`src/rtl/decode_stage.sv`:
```
//==============================================================================
// decode_stage: registered RV32I (+optional M) decode with a decoded-entry FIFO.
// Rev 1.0
//==============================================================================
`default_nettype none

module decode_stage #(
  parameter int BUFFER_DEPTH = 2,
  parameter int ENABLE_M     = 0,
  parameter int PC_WIDTH     = 32
) (
  input  logic                i_clock,
  input  logic                i_reset_n,
  input  logic                i_flush,
  input  logic                i_valid,
  output logic                o_ready,
  input  logic [31:0]         i_instruction,
  input  logic [PC_WIDTH-1:0] i_pc,
  output logic                o_valid,
  input  logic                i_ready,
  output logic [PC_WIDTH-1:0] o_pc,
  output logic [4:0]          o_source_register1,
  output logic [4:0]          o_source_register2,
  output logic [4:0]          o_destination_register,
  output logic                o_destination_register_write_enable,
  output logic [4:0]          o_alu_operation,
  output logic [31:0]         o_immediate,
  output logic                o_use_immediate,
  output logic                o_use_pc,
  output logic [3:0]          o_branch_condition,
  output logic                o_memory_write_enable,
  output logic                o_memory_read_enable,
  output logic [1:0]          o_memory_size,
  output logic                o_memory_unsigned,
  output logic                o_illegal_instruction
);

  localparam logic [4:0] c_ALU_INVALID = 5'd0,  c_ALU_ADD  = 5'd1,  c_ALU_SUB  = 5'd2,
                         c_ALU_SLL     = 5'd3,  c_ALU_SLT  = 5'd4,  c_ALU_SLTU = 5'd5,
                         c_ALU_XOR     = 5'd6,  c_ALU_SRL  = 5'd7,  c_ALU_SRA  = 5'd8,
                         c_ALU_OR      = 5'd9,  c_ALU_AND  = 5'd10, c_ALU_MUL  = 5'd11;
  localparam logic [3:0] c_BR_NONE = 4'd0, c_BR_EQ  = 4'd1, c_BR_NE  = 4'd2, c_BR_LT = 4'd3,
                         c_BR_GE   = 4'd4, c_BR_LTU = 4'd5, c_BR_GEU = 4'd6, c_BR_JUMP = 4'd7,
                         c_BR_JUMP_REGISTER = 4'd8;
  localparam logic [2:0] c_DEPTH = 3'(BUFFER_DEPTH);
  localparam logic [1:0] c_LAST  = 2'(BUFFER_DEPTH - 1);

  typedef struct packed {
    logic [PC_WIDTH-1:0] pc;
    logic [4:0]          rs1;
    logic [4:0]          rs2;
    logic [4:0]          rd;
    logic                we;
    logic [4:0]          alu;
    logic [31:0]         imm;
    logic                use_imm;
    logic                use_pc;
    logic [3:0]          br;
    logic                mem_we;
    logic                mem_re;
    logic [1:0]          size;
    logic                uns;
    logic                ill;
  } t_entry;

  t_entry     w_dec;
  t_entry     w_head;
  t_entry     r_mem [4];
  logic [1:0] r_wr_ptr;
  logic [1:0] r_rd_ptr;
  logic [2:0] r_count;
  logic       w_push;
  logic       w_pop;
  logic       w_bad;

  logic [6:0]  w_opcode;
  logic [2:0]  w_funct3;
  logic [6:0]  w_funct7;
  logic [31:0] w_imm_i, w_imm_s, w_imm_b, w_imm_u, w_imm_j;

  assign w_opcode = i_instruction[6:0];
  assign w_funct3 = i_instruction[14:12];
  assign w_funct7 = i_instruction[31:25];
  assign w_imm_i  = {{20{i_instruction[31]}}, i_instruction[31:20]};
  assign w_imm_s  = {{20{i_instruction[31]}}, i_instruction[31:25], i_instruction[11:7]};
  assign w_imm_b  = {{19{i_instruction[31]}}, i_instruction[31], i_instruction[7],
                     i_instruction[30:25], i_instruction[11:8], 1'b0};
  assign w_imm_u  = {i_instruction[31:12], 12'b0};
  assign w_imm_j  = {{11{i_instruction[31]}}, i_instruction[31], i_instruction[19:12],
                     i_instruction[20], i_instruction[30:21], 1'b0};

  always_comb begin
    w_dec     = '0;
    w_bad     = 1'b0;
    w_dec.pc  = i_pc;
    w_dec.alu = c_ALU_ADD;
    case (w_opcode)
      7'b0010011: begin // OP-IMM
        w_dec.rs1 = i_instruction[19:15]; w_dec.rd = i_instruction[11:7];
        w_dec.we = 1'b1; w_dec.use_imm = 1'b1; w_dec.imm = w_imm_i;
        case (w_funct3)
          3'b000: w_dec.alu = c_ALU_ADD;
          3'b010: w_dec.alu = c_ALU_SLT;
          3'b011: w_dec.alu = c_ALU_SLTU;
          3'b100: w_dec.alu = c_ALU_XOR;
          3'b110: w_dec.alu = c_ALU_OR;
          3'b111: w_dec.alu = c_ALU_AND;
          3'b001: begin
            w_dec.alu = c_ALU_SLL;
            w_bad     = (w_funct7 != 7'b0000000);
          end
          default: begin
            w_dec.alu = (w_funct7 == 7'b0100000) ? c_ALU_SRA : c_ALU_SRL;
            w_bad     = (w_funct7 != 7'b0000000) && (w_funct7 != 7'b0100000);
          end
        endcase
        if (w_funct3 == 3'b001 || w_funct3 == 3'b101) w_dec.imm = {27'b0, i_instruction[24:20]};
      end
      7'b0110011: begin // OP
        w_dec.rs1 = i_instruction[19:15]; w_dec.rs2 = i_instruction[24:20];
        w_dec.rd  = i_instruction[11:7];  w_dec.we  = 1'b1;
        if (w_funct7 == 7'b0000000) begin
          case (w_funct3)
            3'b000:  w_dec.alu = c_ALU_ADD;
            3'b001:  w_dec.alu = c_ALU_SLL;
            3'b010:  w_dec.alu = c_ALU_SLT;
            3'b011:  w_dec.alu = c_ALU_SLTU;
            3'b100:  w_dec.alu = c_ALU_XOR;
            3'b101:  w_dec.alu = c_ALU_SRL;
            3'b110:  w_dec.alu = c_ALU_OR;
            default: w_dec.alu = c_ALU_AND;
          endcase
        end else if (w_funct7 == 7'b0100000 && w_funct3 == 3'b000) begin
          w_dec.alu = c_ALU_SUB;
        end else if (w_funct7 == 7'b0100000 && w_funct3 == 3'b101) begin
          w_dec.alu = c_ALU_SRA;
        end else if (w_funct7 == 7'b0000001 && ENABLE_M != 0) begin
          // M ops are encoded contiguously in funct3 order starting at MUL
          w_dec.alu = c_ALU_MUL + {2'b00, w_funct3};
        end else begin
          w_bad = 1'b1;
        end
      end
      7'b0110111: begin // LUI
        w_dec.rd = i_instruction[11:7]; w_dec.we = 1'b1;
        w_dec.use_imm = 1'b1; w_dec.imm = w_imm_u;
      end
      7'b0010111: begin // AUIPC
        w_dec.rd = i_instruction[11:7]; w_dec.we = 1'b1;
        w_dec.use_imm = 1'b1; w_dec.use_pc = 1'b1; w_dec.imm = w_imm_u;
      end
      7'b0000011: begin // LOAD
        w_dec.rs1 = i_instruction[19:15]; w_dec.rd = i_instruction[11:7];
        w_dec.we = 1'b1; w_dec.use_imm = 1'b1; w_dec.imm = w_imm_i; w_dec.mem_re = 1'b1;
        w_dec.size = w_funct3[1:0]; w_dec.uns = w_funct3[2];
        w_bad = (w_funct3 == 3'b011) || (w_funct3 == 3'b110) || (w_funct3 == 3'b111);
      end
      7'b0100011: begin // STORE
        w_dec.rs1 = i_instruction[19:15]; w_dec.rs2 = i_instruction[24:20];
        w_dec.use_imm = 1'b1; w_dec.imm = w_imm_s; w_dec.mem_we = 1'b1;
        w_dec.size = w_funct3[1:0];
        w_bad = (w_funct3 >= 3'b011);
      end
      7'b1100011: begin // BRANCH
        w_dec.rs1 = i_instruction[19:15]; w_dec.rs2 = i_instruction[24:20];
        w_dec.alu = c_ALU_SUB; w_dec.imm = w_imm_b;
        case (w_funct3)
          3'b000:  w_dec.br = c_BR_EQ;
          3'b001:  w_dec.br = c_BR_NE;
          3'b100:  w_dec.br = c_BR_LT;
          3'b101:  w_dec.br = c_BR_GE;
          3'b110:  w_dec.br = c_BR_LTU;
          3'b111:  w_dec.br = c_BR_GEU;
          default: w_bad    = 1'b1;
        endcase
      end
      7'b1101111: begin // JAL: ALU forms the target pc + imm
        w_dec.rd = i_instruction[11:7]; w_dec.we = 1'b1; w_dec.br = c_BR_JUMP;
        w_dec.imm = w_imm_j; w_dec.use_imm = 1'b1; w_dec.use_pc = 1'b1;
      end
      7'b1100111: begin // JALR
        w_dec.rs1 = i_instruction[19:15]; w_dec.rd = i_instruction[11:7];
        w_dec.we = 1'b1; w_dec.br = c_BR_JUMP_REGISTER;
        w_dec.imm = w_imm_i; w_dec.use_imm = 1'b1;
        w_bad = (w_funct3 != 3'b000);
      end
      default: w_bad = 1'b1;
    endcase
    if (w_bad) begin
      w_dec     = '0;
      w_dec.pc  = i_pc;
      w_dec.alu = c_ALU_INVALID;
      w_dec.br  = c_BR_NONE;
      w_dec.ill = 1'b1;
    end
  end

  function automatic logic [1:0] f_next(input logic [1:0] p);
    return (p == c_LAST) ? 2'd0 : p + 2'd1;
  endfunction

  assign o_ready = (r_count < c_DEPTH);
  assign o_valid = (r_count != 3'd0);
  assign w_push  = i_valid && o_ready && !i_flush;
  assign w_pop   = o_valid && i_ready;

  always_ff @(posedge i_clock or negedge i_reset_n) begin
    if (!i_reset_n) begin
      r_count  <= 3'd0;
      r_wr_ptr <= 2'd0;
      r_rd_ptr <= 2'd0;
    end else if (i_flush) begin
      r_count  <= 3'd0;
      r_wr_ptr <= 2'd0;
      r_rd_ptr <= 2'd0;
    end else begin
      if (w_push) r_wr_ptr <= f_next(r_wr_ptr);
      if (w_pop)  r_rd_ptr <= f_next(r_rd_ptr);
      if (w_push && !w_pop)      r_count <= r_count + 3'd1;
      else if (!w_push && w_pop) r_count <= r_count - 3'd1;
    end
  end

  // Storage needs no reset: every read is gated by o_valid
  always_ff @(posedge i_clock) begin
    if (w_push) r_mem[r_wr_ptr] <= w_dec;
  end

  assign w_head = o_valid ? r_mem[r_rd_ptr] : '0;

  assign o_pc                                = w_head.pc;
  assign o_source_register1                  = w_head.rs1;
  assign o_source_register2                  = w_head.rs2;
  assign o_destination_register              = w_head.rd;
  assign o_destination_register_write_enable = w_head.we;
  assign o_alu_operation                     = w_head.alu;
  assign o_immediate                         = w_head.imm;
  assign o_use_immediate                     = w_head.use_imm;
  assign o_use_pc                            = w_head.use_pc;
  assign o_branch_condition                  = w_head.br;
  assign o_memory_write_enable               = w_head.mem_we;
  assign o_memory_read_enable                = w_head.mem_re;
  assign o_memory_size                       = w_head.size;
  assign o_memory_unsigned                   = w_head.uns;
  assign o_illegal_instruction               = w_head.ill;

endmodule

`default_nettype wire

```
`config.mk`:
```
export PLATFORM = sky130hd
export DESIGN_NAME = decode_stage
export DESIGN_NICKNAME = d
export VERILOG_FILES = /design/src/rtl/decode_stage.sv
export SDC_FILE = /design/constraint.sdc
export NUM_CORES = 1
export LEC_CHECK = 0
export ABC_AREA = 1
export BUFFER_PORTS_ARGS = -buffer_cell sky130_fd_sc_hd__buf_2
export CELL_PAD_IN_SITES_DETAIL_PLACEMENT = 1
export CELL_PAD_IN_SITES_GLOBAL_PLACEMENT = 1
export CORE_UTILIZATION = 42
export CTS_CLUSTER_DIAMETER = 30
export DETAILED_ROUTE_END_ITERATION = 6
export PLACE_DENSITY_LB_ADDON = 0.1
export RECOVER_POWER = 50
export SYNTH_ARGS = -nofsm -noshare
export SYNTH_HDL_FRONTEND = slang
export SYNTH_SLANG_ARGS = --single-unit
```
`constraint.sdc`:
```
create_clock -name i_clock -period 7.4 [get_ports i_clock]
set_input_delay 0.37 -clock i_clock [delete_from_list [all_inputs] [get_ports i_clock]]
set_output_delay 0.37 -clock i_clock [all_outputs]
set_load 0.01 [all_outputs]
```
Word-level counts from Yosys, hierarchy flattened
Memories as Yosys holds them, arrays and structs flattened. Cells that the tools add are included.

Register bits after elaboration: 7. Latch bits: 0. Bits in writable memories: 388. Bits in read-only memories: 0. Bits of input ports: 69. Logic and storage cells: 102. Memories: 1.

Add/sub/neg operators: 4. Multiply operators: 0. Divide/modulo/power cells: 0. Order comparisons: 2. Equality and inequality tests: 20. Shifts and indexed selects: 0. Muxes and demuxes: 39. Bitwise gates (word level): 0. Reduce and logical (&&, ||, !) cells: 33.

Memory list: r_mem (depth 4, width 97, rd ports 1, clocked after Yosys merged registers in 0, wr ports 1, RTL line 68) `t_entry r_mem [4];`.

Operators with widths (number): one-hot mux 32 bit (6 select lines) (1); two-way mux 97 bit (1); two-way mux 65 bit (1); one-hot mux 4 bit (7 select lines) (2); two-way mux 32 bit (1); == test 7 x 6 -> 1 bit, second input constant (4); == test 7 bit, second input constant (3); one-hot mux 3 bit (6 select lines) (1); OR reduction 6 bit (3); two-way mux 5 bit (3); one-hot mux 5 bit (3 select lines) (1); == test 7 x 5 -> 1 bit, second input constant (2); two-way mux 2 bit (7); OR reduction 7 bit (2); == test 3 bit, second input constant (4); two-way mux 4 bit (3); one-hot mux 4 bit (3 select lines) (1); two-way mux 1 bit (11); two-way mux 3 bit (3); nonzero test 3 bit (3); logical AND 1 bit (8); OR reduction 2 bit (4); == test 7 x 2 -> 1 bit, second input constant (1); logical NOT 7 bit (1); other kinds (18) (27).

Logic depth before layout (Yosys ltp)
Gate-level depths: netlist (run 1).

Depth after elaboration: 8. Mapped depth: 12. Depth with buffers taken out: 11.

Worst setup path after synthesis (run 1)
OpenSTA, ideal clock, no wires.

Path type: register to register. Start point: register r_count[1]. End point: memory r_mem[1][0] in the netlist's numbering (enable). Library setup time: 669 ps. Arrival: 7447 ps. Path slack: -716 ps. Cell stages (with the launch flop): 6. Path buffers: 0. Period minus slack after synthesis: 8116 ps. Path through: dfrtp_1 nor2_1 nand2_1 nor2_1 inv_1 nor3_1.

Longest elaborated chain between the ends: 5.

RTL lines: from (decl) (RTL line 71) `logic [2:0] r_count;`; from (signal assigned) (RTL line 219) `if (w_push && !w_pop) r_count <= r_count + 3'd1;`; from (signal assigned) (RTL line 220) `else if (!w_push && w_pop) r_count <= r_count - 3'd1;`; < comparator 3 x 2 -> 1 bit (RTL line 202) `assign o_ready = (r_count < c_DEPTH);`; via o_ready (RTL line 16) `output logic o_ready,`; logical AND 1 bit (2 in series) (RTL line 204) `assign w_push = i_valid && o_ready && !i_flush;`; two-way mux 1 bit (RTL line 226) `if (w_push) r_mem[r_wr_ptr] <= w_dec;`; two-way mux 1 bit (not written as such) (RTL line 226); to (decl) (RTL line 68).

The timed path passes the listed nets, and every way through them passes these cells.

==> flow_summary.toml, run 1 <==
[sta]
fmax_mhz = 214.8
rsz0062_at_grt = "no"
skew_ns = 0.02046
fin_crit_ns = 4.654
min_period_over_period = 0.6290
tightest_slew_ns = 2.021
setup_tns_ns = 0
drv_slew = 137
relSlewSlack = -0.3544
hold_viol = 0
finalSetupViolCount = 0

[pwr]
power.density_nw_per_um2 = 385.4
p_leak_nw = 7.991
ir_worst_vdd_uv = 280.8

[global_routing]
grt_use_total = 0.2378
grt_pass1_wl_mm = 70.41
grt-ovfl-total = 0
grt_pass1_vias = 12830
antenna_found_initial = 5
grt_max_degree = 101

[yosys]
synth_cells = 1482
ys_types = 30
ys_ff_latch = 391
netlist_area_sq_um = 16400
synth_area_leader_cell = "edfxtp_1"
synth_area_leaders = "edfxtp_1 (70%), nor2_1 (11%), o21ai_0 (6.3%)"
synth_top_area_share = 0.7031
synthesis.nets = 1552
syn_area_per_cell_sq_um = 11.07
seq_area_frac_synth = 0.7138
yosys_warnings = 0

[setup_path]
end_kind = "flop"
max_stage_delay_ns = 1.58
cp.arrival_ns = 4.96
startpoint_type = "primary input"
timing.rr.start = "r_count[1]"
crit-reg2reg-capture = "r_mem[1][53]"
crit_slowest_cell = "clkinvlp_2"
crit_type = "in2reg"
crit_chain = "buf_2 > nand2_1 > nor2_1 > nand2_1 > nand2_1 > inv_1 > nand3_1 > nand2_1 > nor2_1 > clkinvlp_2 > nor2_1"
rr_worst_depth = 7
regToRegSetupSlack_ns = 3.42
cp_data_required_time_ns = 7.71
critical_path.most_common_cell = "nand2_1"
path_max_fanout = 54

[layout]
nets = 1775
drive_above_1_share = 0.1732
regArea_sq_um = 11710
multi_input_area_sq_um = 4093
nFillCells = 4145
utilization = 0.5452
area_growth_pct = 28.17

[routing]
highest_layer = "met5"
dr_wl_met3_mm = 2.127
vias_per_cell = 5.163
wl_mm = 46.44
vias = 11910
drcViolationCount = 0
drtIter0Drc = 519
wl_met1_mm = 19.56
firstDrtPassIters = 4
met2_length_mm = 23.43
antenna_left = 0
wl_per_cell_um = 20.14

[clocking]
cts_resized = 0
cts_made_buffers = 93
clk_pin_slew_ns = 0.05
cts.sinks = 391
h-tree-depth = 3
cts_buffer_depth = 3
cts-root-buf = "clkbuf_16"
postCtsSetupBuffers = 0
cts_tree = "yes"
clock_latency_ns = 0.61
ctsHoldBuffers = 31

[die]
die_area_sq_um = 39840
pin_count = 168
initial_core_util = 0.4254
die_w_um = 199.6
dieHeight_um = 199.6
core_area_sq_um = 38560
row_count = 72

[worst_hold_path]
min_path_type = "in2reg"
min_from = "i_pc[9]"
hold_depth = 1
holdPathEnd = "r_mem[1][74]"

[place]
gp_congestion = 0.7991
port-buffer-count = 166
dp_hpwl_mm = 26.37

[status]
status = "complete, but fails checks"
violations = "capacitance limit, slew limit"

[job]
cap_violations = 4
-- metrics by stage --
stage	hold WS (ns)	setup WS (ns)	area [sq um]	std cells	power (mW)
final	0.1204	2.746	21020	2306	8.102
after global routing	0.1011	2.254	21020	2304	8.435
after CTS	0.004962	3.130	21120	2302	8.206
after detailed placement	0.2190	3.802	17660	2097	4.117
after global placement	0.2169	3.863	17660	2097	4.099
after floorplan	0.07441	-0.7156	16400	1482	3.472
-- cells in the mapped netlist, drive strengths merged --
| cell type | number |
|---|---|
| o22ai | 3 |
| a21o | 1 |
| o31ai | 2 |
| dfrtp | 7 |
| clkinv | 2 |
| xnor2 | 1 |
| nand2 | 93 |
| nand3 | 23 |
| nor2 | 496 |
| edfxtp | 384 |
| inv | 51 |
| clkbuf | 63 |
| o21ai | 208 |
| conb | 1 |
| nor3 | 3 |
| nand3b | 2 |
| fa | 1 |
| buf | 22 |
| a21boi | 1 |
| a21oi | 118 |
-- cell usage in the layout, fill, tap and decap left out, drive strengths merged --
master,count
nand2,93
dfrtp,7
nand3b,2
nor3,3
o22ai,3
nor2,496
clkbuf,148
a21boi,1
buf,142
clkinv,30
a21oi,118
dlygate4sd3,31
bufinv,12
xnor2,1
nand3,23
diode,4
fa,1
o21ai,208
a21o,1
conb,1
edfxtp,384
o31ai,2
clkinvlp,14
inv,63
-- registers in the layout, summed over array words and instances, names as in the netlist --
name / flops
r_wr_ptr: 2
r_count: 3
r_mem: 384
r_rd_ptr: 2
-- worst max-delay path: cells and delay by family --
| kind | cells | cell delay [ns] |
|---|---|---|
| buffers and inverters | 3 | 1.71 |
| AND/OR/NAND/NOR | 8 | 2.88 |
-- worst max path at each step --
stage | from | end | slack, ns | depth (start not counted)
2_1_floorplan | r_count[1] | r_mem[1][0] | -0.72 | 5
3_5_place_dp | r_rd_ptr[0] | o_destination_register[0] | 3.80 | 5
6_report | i_instruction[0] | r_mem[3][44] | 2.75 | 11
3_3_place_gp | r_rd_ptr[0] | o_source_register1[1] | 3.86 | 5
5_1_grt | i_instruction[1] | r_mem[2][36] | 2.25 | 11
4_1_cts | r_rd_ptr[0] | o_immediate[22] | 3.13 | 5
-- layer usage --
metal,global-route usage,vias up
met5,0,-
met3,0.04692,87
li1,-,5616
met1,0.2828,5919
met2,0.4168,279
met4,0.1035,4
-- logic make-up after synthesis --
| kind of cell | count (synthesis) | synth area share |
|---|---|---|
| AND/OR/NAND/NOR | 617 | 0.1464 |
| flip-flops | 391 | 0.7138 |
| AO/OA/AOI/OAI | 333 | 0.1027 |
| buffers and inverters | 138 | 0.03517 |
| XOR/XNOR | 1 | 0.0005341 |
| adder cells (fa/ha/maj) | 1 | 0.001221 |
| other | 1 | 0.0002286 |
-- area by class of cell --
| type | count | area share |
|---|---|---|
| Multi-Input combinational cell | 953 | 0.1947 |
| Clock buffer | 108 | 0.1154 |
| Sequential cell | 391 | 0.5572 |
| Antenna cell | 4 | 0.0004762 |
| Clock inverter | 66 | 0.03446 |
| Inverter | 53 | 0.009761 |
| Timing Repair Buffer | 213 | 0.05714 |
| Tap cell | 518 | 0.03083 |
-- report_power, final --
group | leakage (nW) | internal [mW] | switching [mW] | total, mW
registers | 3.91 | 2.55 | 0.0566 | 2.60
clock network | 1.51 | 2.77 | 1.27 | 4.04
logic | 2.58 | 0.460 | 1.00 | 1.46
Power figures use the tool's default switching activity.
==> run 2: changes to the inputs <==
--- a/config.mk
+++ b/config.mk
@@ -5,11 +5,11 @@
 export SDC_FILE = /design/constraint.sdc
 export NUM_CORES = 1
 export LEC_CHECK = 0
-export ABC_AREA = 1
+export ABC_AREA = 0
 export BUFFER_PORTS_ARGS = -buffer_cell sky130_fd_sc_hd__buf_2
 export CELL_PAD_IN_SITES_DETAIL_PLACEMENT = 1
 export CELL_PAD_IN_SITES_GLOBAL_PLACEMENT = 1
-export CORE_UTILIZATION = 42
+export CORE_UTILIZATION = 50
 export CTS_CLUSTER_DIAMETER = 30
 export DETAILED_ROUTE_END_ITERATION = 6
 export PLACE_DENSITY_LB_ADDON = 0.1
==> constraint.sdc (replaced) <==
create_clock -name i_clock -period 4.6 [get_ports i_clock]
set_input_delay 0.23 -clock i_clock [delete_from_list [all_inputs] [get_ports i_clock]]
set_output_delay 0.23 -clock i_clock [all_outputs]
set_load 0.01 [all_outputs]
==> run 2 against run 1 <==
The flow still finishes with violations (capacitance limit, slew limit). Clock-buffer cell count is 11 lower. Utilization is 9.5 points higher. Synthesized cell count is 41% lower. Combinational power is 41% higher. Register-to-register slack worse by 2.3 ns. Sequential power is 63% higher. Global-route usage is 0.078 points lower. Final area is 3.6% lower. Cell count is 31% lower. Clock skew is 0.0015 ns lower. Routed wire length is 19% lower. Hold slack worse by 0.052 ns. Critical endpoint is now r_mem[0][94]. Largest cell class unchanged.
==> flow_summary.toml, run 2 <==
[global_routing]
antenna_found_initial = 0
grt_pass1_vias = 9930
grt-ovfl-total = 0
grt_pass1_wl_mm = 58.14
grt_use_total = 0.2370
grt_max_degree = 100

[place]
post_dp_cell_area_sq_um = 17470
dp_hpwl_mm = 21.75
gp_congestion = 0.7782
place_ws_ns = 1.185
port-buffer-count = 166

[sta]
skew_ns = 0.01894
fin_crit_ns = 3.479
fmax_mhz = 287.4
hold_viol = 0
fin_ws_ns = 1.121
rsz0062_at_grt = "no"
drv_slew = 53
relSlewSlack = -0.1541
whs_ns = 0.06880
finalSetupViolCount = 0
min_period_over_period = 0.7563
tightest_slew_ns = 1.718
setup_tns_ns = 0

[yosys]
ys_ff_latch = 391
netlist_top_cells_count = "edfxtp_1 (384), and2_1 (101), mux4_2 (96)"
synth_edf_count = 384
yosys_warnings = 0
synth_area_leaders = "edfxtp_1 (71%), mux4_2 (13%), and2_1 (3.9%)"
synth_top_area_share = 0.7137
synthFlopType = "edfxtp_1"
seq_area_frac_synth = 0.7245
yosysMostFrequentCell = "edfxtp_1"
netlist_area_sq_um = 16160
ys_types = 59
synth_cells = 874
synthesis.nets = 944
synth_area_leader_cell = "edfxtp_1"
syn_area_per_cell_sq_um = 18.49
synth_async_sr_flop_share = 0.01790

[setup_path]
path_max_fanout = 12
cp_data_required_time_ns = 4.78
rr_worst_depth = 4
regToRegSetupSlack_ns = 1.12
cp.arrival_ns = 3.66
timing.rr.start = "r_count[2]"
end_kind = "flop"
startpoint_type = "flop"
crit_type = "reg2reg"
crit-reg2reg-capture = "r_mem[0][94]"

[pwr]
total_power_mw = 11.94
p_seq_frac = 0.354
p_leak_nw = 6.629
ir_worst_vdd_uv = 399.2
switching_share = 0.2560
pwr-share-clk = 0.473
intPower_mw = 8.882
power.density_nw_per_um2 = 589.5
comb_power_share = 0.173
switchingPower_mw = 3.056

[layout]
reg.largest.list = "r_mem (384), r_count (3)"
antenna_cells = 0
drive_above_1_share = 0.3087
nFillCells = 2782
postLayoutCellArea_sq_um = 20250
largest_register = "r_mem"
largest_reg_flops = 384
mostFrequentLayoutCells = "edfxtp_1 (384), buf_2 (130), and2_1 (99)"
area_growth_pct = 25.36
layout_commonest_cell = "edfxtp_1"
nets = 1185

[status]
status = "complete, but fails checks"
violations = "capacitance limit, slew limit"

[worst_hold_path]
holdPathEnd = "r_rd_ptr[0]"
hold_depth = 4
min_from = "i_ready"
min_path_type = "in2reg"

[routing]
drtIter0Drc = 586
firstDrtPassIters = 5
drcViolationCount = 0
wl_per_cell_um = 23.82
wl_mm = 37.66
antenna_left = 0
vias_per_cell = 5.678
vias = 8977

[clocking]
cts_made_buffers = 80
cts_buffer_depth = 3
clk_pin_slew_ns = 0.04
cts-root-buf = "clkbuf_16"
postCtsSetupBuffers = 0
h-tree-depth = 3
cts.sinks = 391
cts_tree = "yes"
clock_latency_ns = 0.57

[die]
die_w_um = 181.8
die_area_sq_um = 33040
core_area_sq_um = 31640
dieHeight_um = 181.8
row_count = 65
pin_count = 168
initial_core_util = 0.5107

[job]
cap_violations = 3
## run 2: cell count changes in the layout (fill, tap and decap cells not counted), moves of 7 or more
cell	previous run	this run
a21oi_1	117	26
and2_1	0	99
buf_12	0	7
buf_4	12	4
clkbuf_16	95	83
clkinv_2	16	4
inv_1	45	11
mux4_2	0	96
nand2_1	93	47
nand3_1	22	11
nor2_1	492	35
nor3_1	3	10
nor3b_1	0	7
o21ai_0	207	15
## run 2: worst max path at each step
stage	slack, ns	cells after the start	startpoint	end
2_1_floorplan	-0.56	3	r_count[1]	r_mem[0][0]
3_3_place_gp	1.37	7	i_instruction[25]	r_mem[0][1]
3_5_place_dp	1.19	7	i_instruction[25]	r_mem[3][2]
4_1_cts	1.35	4	r_rd_ptr[0]	o_immediate[15]
5_1_grt	0.76	4	r_count[2]	r_mem[0][88]
6_report	1.12	4	r_count[2]	r_mem[0][94]
## run 2: power by group through the flow
stage / Clock, mW / Sequential [mW] / Combinational [mW]
after floorplan: 0 / 4.21 / 1.36
final: 5.65 / 4.23 / 2.06
after detailed placement: 0 / 4.30 / 2.09
after global placement: 0 / 4.29 / 2.06
after CTS: 5.74 / 4.24 / 2.12
after global routing: 5.90 / 4.25 / 2.24
## run 2: final cells by class
| type | count | area, sq um | share of cell area |
|---|---|---|---|
| multi-input cells | 418 | 4015 | 0.1982 |
| clock inverters | 49 | 548.0 | 0.02706 |
| flip-flops and latches | 391 | 11710 | 0.5783 |
| inverters | 11 | 41.29 | 0.002039 |
| well taps | 402 | 503.0 | 0.02483 |
| clock buffers | 97 | 2130 | 0.1051 |
| repair buffers | 213 | 1304 | 0.06437 |
## run 2: logic make-up (layout without fill, tap and decap cells)
logic type               count (synthesis)  after routing  synth area share
flip-flops                             391            391            0.7245
AND/OR/NAND/NOR                        244            244           0.08813
multiplexers                            97             97            0.1344
AO/OA/AOI/OAI                           71             71           0.03129
buffers and inverters                   65            370           0.01797
XOR/XNOR                                 4              4          0.002169
adder cells (fa/ha/maj)                  1              1          0.001239
other                                    1              1         0.0002321
## run 2: per-layer routing
layer,up-vias,part of all wire,GRT usage
met4,0,0.023,0.08271
li1,3967,-,-
met1,4677,0.42,0.3080
met2,263,0.50,0.3991
met3,70,0.049,0.04854
met5,-,0,0
## run 2: worst max-delay path: stages, from the launching register on
cell and delay [ns]:
dfrtp_1 0.41, nor3b_1 0.55, nand2_1 0.16, nor3_1 1.31, clkbuf_1 0.67
## run 2: what timing repair did
action	4_1_cts	5_1_grt
gates resized for setup	0	0
endpoints found under the hold margin	137	0
hold buffers	34	0
## run 2: through the flow
stage          instances    util
2_1_floorplan        874       -
3_3_place_gp        1401  0.5523
3_5_place_dp        1401  0.5523
4_1_cts             1581  0.6477
5_1_grt             1581  0.6402
6_report            1581  0.6402
